### config.mk
export PLATFORM = sky130hd
export DESIGN_NAME = isolde_xif_issue_buffer_flat
export DESIGN_NICKNAME = d
export VERILOG_FILES = /design/src/rtl/isolde_xif_buf_pkg.sv /design/src/rtl/isolde_cv_x_if.sv /design/src/rtl/isolde_xif_id_match.sv /design/src/rtl/isolde_xif_issue_buffer.sv /design/src/flat_wrapper.sv
export SDC_FILE = /design/constraint.sdc
export NUM_CORES = 1
export LEC_CHECK = 0
export BUFFER_PORTS_ARGS = -buffer_cell sky130_fd_sc_hd__buf_2
export CORE_MARGIN = 4
export CORE_UTILIZATION = 55
export CTS_BUF_LIST = sky130_fd_sc_hd__clkbuf_4 sky130_fd_sc_hd__clkbuf_8
export CTS_CLUSTER_DIAMETER = 80
export DETAILED_ROUTE_END_ITERATION = 8
export PLACE_DENSITY_LB_ADDON = 0.15
export SYNTH_ARGS = -nofsm -noshare
export SYNTH_HDL_FRONTEND = slang
export SYNTH_SLANG_ARGS = --single-unit
### constraint.sdc
create_clock -name clk_i -period 3.9 [get_ports clk_i]
set_input_delay 0.78 -clock clk_i [delete_from_list [all_inputs] [get_ports clk_i]]
set_output_delay 0.78 -clock clk_i [all_outputs]
set_load 0.02 [all_outputs]
### src/rtl/isolde_xif_buf_pkg.sv
// Shared types and helpers for the X-interface issue buffer.
// Entry layout mirrors the default isolde_cv_x_if parameterisation.
package isolde_xif_buf_pkg;

  localparam int unsigned XifNumRs    = 2;
  localparam int unsigned XifIdWidth  = 4;
  localparam int unsigned XifRfrWidth = 32;

  typedef struct packed {
    logic [31:0]                     instr;
    logic [XifIdWidth-1:0]           id;
    logic [XifNumRs*XifRfrWidth-1:0] rs;
    logic                            writeback;
    logic                            valid;
    logic                            committed;
    logic                            killed;
  } xif_buf_entry_t;

  // Pointer width including the wrap bit.
  function automatic int unsigned PTR_W(input int unsigned depth);
    return $clog2(depth) + 1;
  endfunction

endpackage

### src/rtl/isolde_cv_x_if.sv
// Minimal CV-X-IF subset: issue request/response and commit/kill stream.
interface isolde_cv_x_if #(
  parameter int unsigned X_NUM_RS    = 2,
  parameter int unsigned X_ID_WIDTH  = 4,
  parameter int unsigned X_RFR_WIDTH = 32
);

  logic                            issue_valid;
  logic                            issue_ready;
  logic [31:0]                     issue_req_instr;
  logic [X_ID_WIDTH-1:0]           issue_req_id;
  logic [X_NUM_RS*X_RFR_WIDTH-1:0] issue_req_rs;
  logic [X_NUM_RS-1:0]             issue_req_rs_valid;
  logic                            issue_resp_accept;
  logic                            issue_resp_writeback;
  logic                            issue_resp_dualwrite;
  logic                            issue_resp_dualread;
  logic                            issue_resp_loadstore;
  logic                            issue_resp_ecswrite;
  logic                            issue_resp_exc;

  logic                            commit_valid;
  logic [X_ID_WIDTH-1:0]           commit_id;
  logic                            commit_kill;

  modport coproc_issue (
    input  issue_valid, issue_req_instr, issue_req_id, issue_req_rs, issue_req_rs_valid,
    output issue_ready, issue_resp_accept, issue_resp_writeback, issue_resp_dualwrite,
           issue_resp_dualread, issue_resp_loadstore, issue_resp_ecswrite, issue_resp_exc
  );

  modport coproc_commit (
    input commit_valid, commit_id, commit_kill
  );

  modport cpu_issue (
    output issue_valid, issue_req_instr, issue_req_id, issue_req_rs, issue_req_rs_valid,
    input  issue_ready, issue_resp_accept, issue_resp_writeback, issue_resp_dualwrite,
           issue_resp_dualread, issue_resp_loadstore, issue_resp_ecswrite, issue_resp_exc
  );

  modport cpu_commit (
    output commit_valid, commit_id, commit_kill
  );

endinterface

### src/rtl/isolde_xif_id_match.sv
// Oldest-first id search over buffer entries, starting at the read index and wrapping.
module isolde_xif_id_match #(
  parameter int unsigned Depth   = 4,
  parameter int unsigned IdWidth = 4
) (
  input  logic [$clog2(Depth)-1:0] rd_idx_i,
  input  logic [Depth-1:0]         cand_i,
  input  logic [Depth*IdWidth-1:0] ids_i,
  input  logic [IdWidth-1:0]       id_i,
  output logic [Depth-1:0]         match_o,
  output logic                     hit_o
);

  localparam int unsigned AW = $clog2(Depth);

  logic [AW-1:0] idx;
  logic          hit;

  always_comb begin
    match_o = '0;
    hit     = 1'b0;
    idx     = '0;
    for (int unsigned i = 0; i < Depth; i++) begin
      idx = rd_idx_i + AW'(i);
      if (!hit && cand_i[idx] && (ids_i[idx*IdWidth +: IdWidth] == id_i)) begin
        match_o[idx] = 1'b1;
        hit          = 1'b1;
      end
    end
  end

  assign hit_o = hit;

endmodule

### src/rtl/isolde_xif_issue_buffer.sv
// Coprocessor issue/commit buffer: holds offloaded instructions in program order and
// releases only committed ones to the execution stage; killed heads drain silently.
module isolde_xif_issue_buffer
  import isolde_xif_buf_pkg::*;
#(
  parameter int unsigned DEPTH       = 4,
  // Must keep the package defaults: entry storage uses xif_buf_entry_t.
  parameter int unsigned X_NUM_RS    = XifNumRs,
  parameter int unsigned X_ID_WIDTH  = XifIdWidth,
  parameter int unsigned X_RFR_WIDTH = XifRfrWidth
) (
  input  logic                            clk_i,
  input  logic                            rst_i,
  isolde_cv_x_if.coproc_issue             xif_issue,
  isolde_cv_x_if.coproc_commit            xif_commit,
  output logic [31:0]                     predec_instr_o,
  input  logic                            predec_accept_i,
  input  logic                            predec_writeback_i,
  output logic                            exec_valid_o,
  input  logic                            exec_ready_i,
  output logic [31:0]                     exec_instr_o,
  output logic [X_ID_WIDTH-1:0]           exec_id_o,
  output logic [X_NUM_RS*X_RFR_WIDTH-1:0] exec_rs_o,
  output logic                            exec_writeback_o,
  output logic [$clog2(DEPTH):0]          count_o
);

  localparam int unsigned PW = PTR_W(DEPTH);
  localparam int unsigned AW = PW - 1;

  xif_buf_entry_t entries_q [DEPTH];
  xif_buf_entry_t entries_d [DEPTH];
  logic [PW-1:0]  wr_ptr_q, wr_ptr_d;
  logic [PW-1:0]  rd_ptr_q, rd_ptr_d;

  logic [AW-1:0]             wr_idx, rd_idx;
  logic                      full, empty;
  logic                      push, pop;
  logic                      head_valid;
  xif_buf_entry_t            head;
  logic [DEPTH-1:0]          cand;
  logic [DEPTH*X_ID_WIDTH-1:0] ids;
  logic [DEPTH-1:0]          match;
  logic                      hit;

  assign wr_idx = wr_ptr_q[AW-1:0];
  assign rd_idx = rd_ptr_q[AW-1:0];
  assign full   = (wr_idx == rd_idx) && (wr_ptr_q[AW] != rd_ptr_q[AW]);
  assign empty  = (wr_ptr_q == rd_ptr_q);

  // Issue response is purely combinational from the predecoder.
  assign predec_instr_o                 = xif_issue.issue_req_instr;
  assign xif_issue.issue_ready          = !full && (&xif_issue.issue_req_rs_valid) && !rst_i;
  assign xif_issue.issue_resp_accept    = predec_accept_i;
  assign xif_issue.issue_resp_writeback = predec_accept_i & predec_writeback_i;
  assign xif_issue.issue_resp_dualwrite = 1'b0;
  assign xif_issue.issue_resp_dualread  = 1'b0;
  assign xif_issue.issue_resp_loadstore = 1'b0;
  assign xif_issue.issue_resp_ecswrite  = 1'b0;
  assign xif_issue.issue_resp_exc       = 1'b0;

  assign push = xif_issue.issue_valid && xif_issue.issue_ready && predec_accept_i;

  assign head       = entries_q[rd_idx];
  assign head_valid = !empty && head.valid;
  assign pop        = head_valid && (head.killed || (head.committed && exec_ready_i));

  assign exec_valid_o     = head_valid && head.committed && !head.killed;
  assign exec_instr_o     = head.instr;
  assign exec_id_o        = head.id;
  assign exec_rs_o        = head.rs;
  assign exec_writeback_o = head.writeback;
  assign count_o          = wr_ptr_q - rd_ptr_q;

  always_comb begin
    cand = '0;
    ids  = '0;
    for (int i = 0; i < DEPTH; i++) begin
      cand[i] = entries_q[i].valid && !entries_q[i].committed && !entries_q[i].killed;
      ids[i*X_ID_WIDTH +: X_ID_WIDTH] = entries_q[i].id;
    end
  end

  isolde_xif_id_match #(
    .Depth   (DEPTH),
    .IdWidth (X_ID_WIDTH)
  ) u_id_match (
    .rd_idx_i (rd_idx),
    .cand_i   (cand),
    .ids_i    (ids),
    .id_i     (xif_commit.commit_id),
    .match_o  (match),
    .hit_o    (hit)
  );

  always_comb begin
    entries_d = entries_q;
    wr_ptr_d  = wr_ptr_q;
    rd_ptr_d  = rd_ptr_q;

    if (push) begin
      entries_d[wr_idx].instr     = xif_issue.issue_req_instr;
      entries_d[wr_idx].id        = xif_issue.issue_req_id;
      entries_d[wr_idx].rs        = xif_issue.issue_req_rs;
      entries_d[wr_idx].writeback = predec_accept_i & predec_writeback_i;
      entries_d[wr_idx].valid     = 1'b1;
      entries_d[wr_idx].committed = 1'b0;
      entries_d[wr_idx].killed    = 1'b0;
      wr_ptr_d = wr_ptr_q + 1'b1;
    end

    // The entry allocated this cycle is the youngest, so it only catches a commit
    // when nothing already stored matches.
    if (xif_commit.commit_valid) begin
      if (hit) begin
        for (int i = 0; i < DEPTH; i++) begin
          if (match[i]) begin
            if (xif_commit.commit_kill) entries_d[i].killed    = 1'b1;
            else                        entries_d[i].committed = 1'b1;
          end
        end
      end else if (push && (xif_commit.commit_id == xif_issue.issue_req_id)) begin
        if (xif_commit.commit_kill) entries_d[wr_idx].killed    = 1'b1;
        else                        entries_d[wr_idx].committed = 1'b1;
      end
    end

    if (pop) begin
      entries_d[rd_idx].valid = 1'b0;
      rd_ptr_d = rd_ptr_q + 1'b1;
    end
  end

  always_ff @(posedge clk_i) begin
    if (rst_i) begin
      entries_q <= '{default: '0};
      wr_ptr_q  <= '0;
      rd_ptr_q  <= '0;
    end else begin
      entries_q <= entries_d;
      wr_ptr_q  <= wr_ptr_d;
      rd_ptr_q  <= rd_ptr_d;
    end
  end

endmodule
### src/flat_wrapper.sv
// flat-port wrapper written by rule: the top's interface ports become plain ports
module isolde_xif_issue_buffer_flat import isolde_xif_buf_pkg::*;
#(
  parameter int unsigned DEPTH       = 4,
                                                                        
  parameter int unsigned X_NUM_RS    = XifNumRs,
  parameter int unsigned X_ID_WIDTH  = XifIdWidth,
  parameter int unsigned X_RFR_WIDTH = XifRfrWidth
)
  (clk_i, rst_i, predec_instr_o, predec_accept_i, predec_writeback_i, exec_valid_o, exec_ready_i, exec_instr_o, exec_id_o, exec_rs_o, exec_writeback_o, count_o, xif_issue_issue_valid, xif_issue_issue_req_instr, xif_issue_issue_req_id, xif_issue_issue_req_rs, xif_issue_issue_req_rs_valid, xif_issue_issue_ready, xif_issue_issue_resp_accept, xif_issue_issue_resp_writeback, xif_issue_issue_resp_dualwrite, xif_issue_issue_resp_dualread, xif_issue_issue_resp_loadstore, xif_issue_issue_resp_ecswrite, xif_issue_issue_resp_exc, xif_commit_commit_valid, xif_commit_commit_id, xif_commit_commit_kill);
  isolde_cv_x_if #(.X_NUM_RS(X_NUM_RS), .X_ID_WIDTH(X_ID_WIDTH), .X_RFR_WIDTH(X_RFR_WIDTH)) xif_issue_i ();
  isolde_cv_x_if #(.X_NUM_RS(X_NUM_RS), .X_ID_WIDTH(X_ID_WIDTH), .X_RFR_WIDTH(X_RFR_WIDTH)) xif_commit_i ();
  input  logic clk_i;
  input  logic rst_i;
  output logic [31:0] predec_instr_o;
  input  logic predec_accept_i;
  input  logic predec_writeback_i;
  output logic exec_valid_o;
  input  logic exec_ready_i;
  output logic [31:0] exec_instr_o;
  output logic [X_ID_WIDTH-1:0] exec_id_o;
  output logic [X_NUM_RS*X_RFR_WIDTH-1:0] exec_rs_o;
  output logic exec_writeback_o;
  output logic [$clog2(DEPTH):0] count_o;
  input wire logic [$bits(xif_issue_i.issue_valid)-1:0] xif_issue_issue_valid;
  input wire logic [$bits(xif_issue_i.issue_req_instr)-1:0] xif_issue_issue_req_instr;
  input wire logic [$bits(xif_issue_i.issue_req_id)-1:0] xif_issue_issue_req_id;
  input wire logic [$bits(xif_issue_i.issue_req_rs)-1:0] xif_issue_issue_req_rs;
  input wire logic [$bits(xif_issue_i.issue_req_rs_valid)-1:0] xif_issue_issue_req_rs_valid;
  output wire logic [$bits(xif_issue_i.issue_ready)-1:0] xif_issue_issue_ready;
  output wire logic [$bits(xif_issue_i.issue_resp_accept)-1:0] xif_issue_issue_resp_accept;
  output wire logic [$bits(xif_issue_i.issue_resp_writeback)-1:0] xif_issue_issue_resp_writeback;
  output wire logic [$bits(xif_issue_i.issue_resp_dualwrite)-1:0] xif_issue_issue_resp_dualwrite;
  output wire logic [$bits(xif_issue_i.issue_resp_dualread)-1:0] xif_issue_issue_resp_dualread;
  output wire logic [$bits(xif_issue_i.issue_resp_loadstore)-1:0] xif_issue_issue_resp_loadstore;
  output wire logic [$bits(xif_issue_i.issue_resp_ecswrite)-1:0] xif_issue_issue_resp_ecswrite;
  output wire logic [$bits(xif_issue_i.issue_resp_exc)-1:0] xif_issue_issue_resp_exc;
  input wire logic [$bits(xif_commit_i.commit_valid)-1:0] xif_commit_commit_valid;
  input wire logic [$bits(xif_commit_i.commit_id)-1:0] xif_commit_commit_id;
  input wire logic [$bits(xif_commit_i.commit_kill)-1:0] xif_commit_commit_kill;
  assign xif_issue_i.issue_valid = xif_issue_issue_valid;
  assign xif_issue_i.issue_req_instr = xif_issue_issue_req_instr;
  assign xif_issue_i.issue_req_id = xif_issue_issue_req_id;
  assign xif_issue_i.issue_req_rs = xif_issue_issue_req_rs;
  assign xif_issue_i.issue_req_rs_valid = xif_issue_issue_req_rs_valid;
  assign xif_issue_issue_ready = xif_issue_i.issue_ready;
  assign xif_issue_issue_resp_accept = xif_issue_i.issue_resp_accept;
  assign xif_issue_issue_resp_writeback = xif_issue_i.issue_resp_writeback;
  assign xif_issue_issue_resp_dualwrite = xif_issue_i.issue_resp_dualwrite;
  assign xif_issue_issue_resp_dualread = xif_issue_i.issue_resp_dualread;
  assign xif_issue_issue_resp_loadstore = xif_issue_i.issue_resp_loadstore;
  assign xif_issue_issue_resp_ecswrite = xif_issue_i.issue_resp_ecswrite;
  assign xif_issue_issue_resp_exc = xif_issue_i.issue_resp_exc;
  assign xif_commit_i.commit_valid = xif_commit_commit_valid;
  assign xif_commit_i.commit_id = xif_commit_commit_id;
  assign xif_commit_i.commit_kill = xif_commit_commit_kill;
  isolde_xif_issue_buffer #(.DEPTH(DEPTH), .X_NUM_RS(X_NUM_RS), .X_ID_WIDTH(X_ID_WIDTH), .X_RFR_WIDTH(X_RFR_WIDTH)) u_core (.clk_i(clk_i), .rst_i(rst_i), .xif_issue(xif_issue_i), .xif_commit(xif_commit_i), .predec_instr_o(predec_instr_o), .predec_accept_i(predec_accept_i), .predec_writeback_i(predec_writeback_i), .exec_valid_o(exec_valid_o), .exec_ready_i(exec_ready_i), .exec_instr_o(exec_instr_o), .exec_id_o(exec_id_o), .exec_rs_o(exec_rs_o), .exec_writeback_o(exec_writeback_o), .count_o(count_o));
endmodule
### Word level (Yosys, flattened, before mapping)

Cells that the tools add are included.

| word-level totals | value |
|---|---|
| input bits | 114 |
| word-level logic and storage cells | 193 |
| register bits after elaboration | 422 |
| output and inout bits | 145 |

| operators by class | value |
|---|---|
| muxes and demuxes | 78 |
| eq/ne operators | 8 |
| order comparisons | 12 |
| $add $sub $neg | 6 |
| reductions and logical operators | 49 |
| bitwise gates (word level) | 6 |
| shift-type cells | 4 |

Operator list:

| cell | count |
|---|---|
| bitwise mux 416 bit | 10 |
| two-way mux 416 bit | 5 |
| demux 104 bit (select 2 bit) | 8 |
| two-way mux 102 bit | 4 |
| two-way mux 104 bit | 3 |
| binary-select mux 104 bit (select 2 bit) | 1 |
| two-way mux 72 bit | 1 |
| two-way mux 68 bit | 1 |
| indexed part select 16 x 5 -> 4 bit | 4 |
| logical AND 1 bit | 32 |
| two-way mux 1 bit | 21 |
| equality test 4 bit | 5 |
| two-way mux 4 bit | 5 |
| two-way mux 2 bit | 9 |
| logical NOT 1 bit | 15 |
| less-than comparator 2 x 3 -> 1 bit (second input constant) | 4 |
| OR 4 bit | 3 |
| binary-select mux 1 bit (select 2 bit) | 4 |
| demux 1 bit (select 2 bit) | 4 |
| >= comparator 2 x 1 -> 1 bit (second input constant) | 4 |
| adder 3 x 1 -> 3 bit (second input constant) | 2 |
| >= comparator 3 bit (second input constant) | 2 |
| less-than comparator 3 x 1 -> 1 bit (second input constant) | 2 |
| two-way mux 3 bit | 2 |
| 10 further kinds | 12 |

### Longest topological paths before layout

| depth | value |
|---|---|
| word-level depth | 24 |
| gate-level depth with buffers | 12 |
| depth with buffers taken out | 9 |

### By module

From an unflattened synthesis, not the netlist that was laid out.

| second synthesis, totals | value |
|---|---|
| cell total of the unflattened synthesis | 2148 |
| area total of the unflattened synthesis | 18806.8 um^2 |

Modules (own cells, without submodules):

| module | times used | sequential area each (um^2) | area each (um^2) | cells an instance |
|---|---|---|---|---|
| isolde_xif_issue_buffer | 1 | 8448.1 | 17784.6 | 2046 |
| isolde_xif_id_match | 1 | 0.0 | 1022.2 | 102 |

### Least setup slack after synthesis

No wires, ideal clock.

| timing path | value |
|---|---|
| path type | reg-to-reg |
| start | register u_core.rd_ptr_q[0] |
| end | register u_core.entries_q[312] in the netlist's numbering |
| data required time | 3.762 ns |
| stages on the path, launching flop included | 13 |
| setup slack | 0.769 ns |
| clock period less this slack | 3.131 ns |
| data arrival time | 2.993 ns |
| path buffers | 3 |
| setup time | 0.138 ns |
| cells stage by stage | dfxtp_1 buf_4 buf_4 inv_1 ha_1 buf_2 mux2i_1 xnor2_1 nor3_1 o21a_2 o311a_1 a2bb2oi_2 o221ai_1 |

| on the way | value |
|---|---|
| elaborated cells on any way between the ends | 90 |
| those cells by class | 3 x add/sub; 8 x order compare; 6 x eq/ne; 4 x shift; 39 x mux; 4 x bitwise; 26 x reduce/logical |

RTL lines:

| element | RTL line | RTL |
|---|---|---|
| start, declared | isolde_xif_issue_buffer.sv:34 | `logic [PW-1:0] rd_ptr_q, rd_ptr_d;` |
| start signal, assigned | isolde_xif_issue_buffer.sv:142 | `rd_ptr_q <= rd_ptr_d;` |
| adder 2 bit * | isolde_xif_id_match.sv:24 | `idx = rd_idx_i + AW'(i);` |
| net u_core.u_id_match.idx[0] | isolde_xif_id_match.sv:16 | `logic [AW-1:0] idx;` |
| less-than comparator 2 x 3 -> 1 bit (not written as such) or >= comparator 2 x 1 -> 1 bit (tied branches) | isolde_xif_id_match.sv:26 | `match_o[idx] = 1'b1;` |
| logical AND 1 bit (not written as such) | isolde_xif_id_match.sv:26 |  |
| two-way mux 1 bit (not written as such) | isolde_xif_id_match.sv:26 |  |
| demux 1 bit (select 2 bit) | isolde_xif_id_match.sv:26 |  |
| OR 4 bit (no line) | - |  |
| two-way mux 4 bit | isolde_xif_id_match.sv:25 | `if (!hit && cand_i[idx] && (ids_i[idx*IdWidth +: IdWidth] == id_i)) begin` |
| two-way mux 2 bit | isolde_xif_issue_buffer.sv:117 | `if (match[i]) begin` |
| two-way mux 2 bit * | isolde_xif_issue_buffer.sv:115 | `if (hit) begin` |
| two-way mux 416 bit * | isolde_xif_issue_buffer.sv:114 | `if (xif_commit.commit_valid) begin` |
| bitwise mux 416 bit | isolde_xif_issue_buffer.sv:129 | `entries_d[rd_idx].valid = 1'b0;` |
| two-way mux 416 bit * | isolde_xif_issue_buffer.sv:128 | `if (pop) begin` |
| end signal, assigned | isolde_xif_issue_buffer.sv:140 | `entries_q <= entries_d;` |
| end, declared | isolde_xif_issue_buffer.sv:31 | `xif_buf_entry_t entries_q [DEPTH];` |

The timed path passes the listed nets; every way through them passes the cells marked *. The select of a mux whose other input is x is not followed.
A chain may end at the register's enable or synchronous reset.

### Worst setup path in the final report

| timing path | value |
|---|---|
| start | register u_core.rd_ptr_q[0] |
| end | output exec_valid_o |

| on the way | value |
|---|---|
| cells in the longest elaborated chain, start to end | 7 |
| elaborated cells on any way between the ends | 10 |
| those cells by class | 1 x eq/ne; 3 x mux; 1 x bitwise; 5 x reduce/logical |

Ends and longest elaborated chain:

| element | RTL line | RTL |
|---|---|---|
| inverter 2 -> 3 bit (not written as such) | isolde_xif_issue_buffer.sv:64 | `assign head = entries_q[rd_idx];` |
| binary-select mux 104 bit (select 2 bit) | isolde_xif_issue_buffer.sv:64 |  |
| two-way mux 104 bit (not written as such) (2 in series) | isolde_xif_issue_buffer.sv:64 |  |
| logical AND 1 bit | isolde_xif_issue_buffer.sv:65 | `assign head_valid = !empty && head.valid;` |
| logical AND 1 bit | isolde_xif_issue_buffer.sv:68 | `assign exec_valid_o = head_valid && head.committed && !head.killed;` |
| logical AND 1 bit * | isolde_xif_issue_buffer.sv:68 |  |
| end, declared | flat_wrapper.sv:18 | `output logic exec_valid_o;` |

Mark *: on every way between the ends. The rest lies on a longest branch, timed or not. The select of a mux whose other input is x is not followed.

==> results.tsv <==
stage	metric	value	unit
run_status	outcome	finished clean	
cts	cts.root.buffer_cell	clkbuf_8	
pwr	peakVddDrop	0.296	mV
detailed_routing	firstDrtPassIters	5	
pwr	internal-power	6.63	mW
setup_path	worstPathRequired	3120	ps
placement	dpl.hpwl	29.9	mm
sta	report.final.slew_viol_count	0	
die	rows	66	
yosys	synth_ff_type	dfxtp_1	
cts	post_cts_resized	0	
die	die_x	190	um
pwr	p_comb_share	4.1	%
pwr	p_sw_share	22.8	%
setup_path	start_kind	flop	
pwr	p_sw	1.96	mW
setup_path	critPathMaxStageDelay	670	ps
detailed_routing	postRouteWirelength	50.6	mm
detailed_routing	drtAntennaViolNets	0	
setup_path	reg2reg_slack	650	ps
cts	cts_tree	done	
pwr	pwr-share-seq	50.5	%
grt	gr-usage-met1	35.4	%
die	die_area	0.0363	sq mm
yosys	synth_top_area_share	46.1	%
cts	hold_buffers	0	
sta	layout_setup_ws	411	ps
cts	clkSinkCount	422	
run	drv_cap	0	
sta	finalCriticalPeriod	3490	ps
sta	whs	448	ps
yosys	synth_top_area_cell	dfxtp_1	
cts	cts_setup_buffers	0	
sta	worst_pin_slew	1120	ps
yosys	ys_ff_latch	422	
sta	final_hold_viol_count	0	
sta	rsz0062_at_grt	no	
setup_path	critPathArrivalTime	2710	ps
cts	htreeDepth	3	
yosys	syn_area_per_cell	8.68	sq um
grt	gr-total-overflow	0	
grt	antenna_found_initial	10	
yosys	synth_area	0.0183	sq mm
min_path	hold_path.class	reg -> reg	
grt	grt_pass1_vias	15300	
sta	slew-limit-headroom	25.1	%
setup_path	critPathKind	reg -> out	
pwr	p_leak	7.40	nW
sta	fin_crit_sh	89.5	%
yosys	synth_cell_type_count	41	
yosys	synth_area_leaders	dfxtp_1 (46%), nand2_1 (17%), mux4_2 (14%)	
die	core_area	0.0327	sq mm
detailed_routing	drt_iter0_markers	1148	
setup_path	ff2ff_path_depth	9	
sta	setup_violations	0	
placement	place_congestion	0.803	
layout	drive_gt1_share	23.2	%
layout	nNetsFinal	2391	
setup_path	critPathCaptureType	output port	
setup_path	r2r-end	u_core.entries_q[313]	
pwr	fin_total_pwr	8.58	mW
die	io_pins	259	
detailed_routing	drc	0	
placement	port-buffer-count	253	
cts	cts.path.max_buffers	3	
grt	grt-busiest-layer	met2	
yosys	yosysWarnings	0	
die	initial_core_util	56.0	%
setup_path	cpLargestDelayFamily	buffers and inverters	
sta	clock.fmax	287	MHz
setup_path	crit_cells	5	
detailed_routing	routed_via_density	5.66	
cts	cts_buffers	71	
layout	final_area	0.0210	sq mm
setup_path	path_max_fanout	29	
die	die_y	190	um
grt	grtUsageMet3	6.28	%
pwr	power_density	409	mW/mm^2
placement	placed_cell_area	0.0196	sq mm
layout	area_growth	14.7	%
sta	finClkSkew	18.3	ps
yosys	synth_edf_count	0	
setup_path	cp_num_buf_inv	2	
setup_path	worstPathCellList	buf_4, mux4_1, o21ai_1, nor3b_1, buf_2	
detailed_routing	dr_total_vias	15600	
setup_path	rr_startpoint	u_core.rd_ptr_q[0]	
min_path	holdPathStages	2	
grt	grt_use_met2	46.1	%
yosys	async_flop_share	0	%
yosys	seq_area_frac_synth	46.1	%
grt	grt_max_degree	117	
sta	setup-tns-final	0	ps
detailed_routing	wl_per_cell	18.3	um
cts	insertion_delay	590	ps
placement	dp_slack	695	ps
yosys	syn_inst	2111	
setup_path	slowest_stage	mux4_1	
grt	grt_use_total	27.4	%
grt	grt_pass1_wl	80.9	mm
pwr	p_clk_share	45.4	%
cts	path_clk_slew	60	ps
[routing by layer]
layer	part of all wire, %	vias up	routed length, um
met2	50	564	25300
met5	0.10	-	52
met3	7.9	79	3990
met4	2.1	8	1050
li1	-	7385	-
met1	40	7579	20200
[cells in the final DEF (no fill, tap or decap), types with 3 or more instances in the layout]
cell type / n
nand2_1: 806
dfxtp_1: 420
a21oi_1: 405
buf_2: 252
mux4_2: 115
clkbuf_8: 86
nor2_1: 24
clkbuf_4: 22
buf_4: 17
xnor2_1: 16
xor2_1: 14
ha_1: 12
inv_1: 11
buf_12: 11
mux2i_1: 10
diode_2: 8
nand3b_1: 8
o221ai_1: 8
conb_1: 5
clkinv_2: 5
and2_4: 4
nand2_4: 4
a211oi_1: 4
nor3_1: 4
o211ai_1: 4
o311a_1: 4
a2bb2oi_2: 4
or3b_1: 3
nand3_1: 3
clkinvlp_4: 3
[per-stage QoR]
stage	util (%)	cells
2_1_floorplan	-	2115
3_3_place_gp	59.9	2633
6_report	64.2	2758
4_1_cts	64.2	2750
3_5_place_dp	59.9	2633
5_1_grt	64.2	2756
[cells in the mapped netlist, types with 8 or more instances]
cell      instances
nand3b_1          8
buf_2            48
mux4_2          115
nor2_1           24
xor2_1           14
mux2i_1          10
ha_1             12
o221ai_1          8
dfxtp_1         422
buf_4            40
nand2_1         810
inv_1            11
xnor2_1          16
a21oi_1         405
clkbuf_1        114
[area by class of cell]
class                   instances  area, sq um
inverters                      11         41.3
fillers                      2851        11700
clock buffers                 108         1350
multi-input cells            1477         8900
diodes                          8         20.0
repair buffers                281         1620
flip-flops and latches        422         8460
clock inverters                 9         56.3
well taps                     442          553
[logic make-up (layout without fill, tap and decap cells)]
family | after synthesis | after routing | share of synthesized area (%)
flops | 422 | 422 | 46.1
fa+ha+maj | 13 | 13 | 0.929
other cells | 1 | 13 | 0.0205
simple gates | 869 | 869 | 18.5
compound gates | 434 | 434 | 12.5
buf+inv | 216 | 409 | 5.57
xor+xnor | 30 | 30 | 1.43
mux | 126 | 126 | 14.8
[worst reg2reg max path, stage by stage (launching register included)]
cell and delay (ps):
dfxtp_4 460, inv_1 170, ha_1 730, mux2i_1 290, xnor2_1 80, nor3_1 560
o21a_2 290, o311a_1 190, a2bb2oi_2 180, o221ai_1 140
[power by group through the flow]
stage,sequential [mW],combinational [mW],clock (mW)
global route,4.33,0.385,4.18
global placement,4.43,0.348,0
floorplan,4.43,0.205,0
CTS,4.33,0.353,3.98
detailed placement,4.43,0.352,0
finish,4.33,0.355,3.90
[how the worst max path moves through the flow]
| stage | start | end | slack (ps) |
|---|---|---|---|
| CTS | u_core.rd_ptr_q[0] | exec_valid_o | 330 |
| detailed placement | u_core.rd_ptr_q[0] | u_core.entries_q[312] | 700 |
| floorplan | u_core.rd_ptr_q[0] | u_core.entries_q[312] | 770 |
| finish | u_core.rd_ptr_q[0] | exec_valid_o | 410 |
| global route | u_core.rd_ptr_q[0] | exec_valid_o | 230 |
| global placement | u_core.rd_ptr_q[0] | u_core.entries_q[313] | 770 |
(Power assumes the default switching activity.)
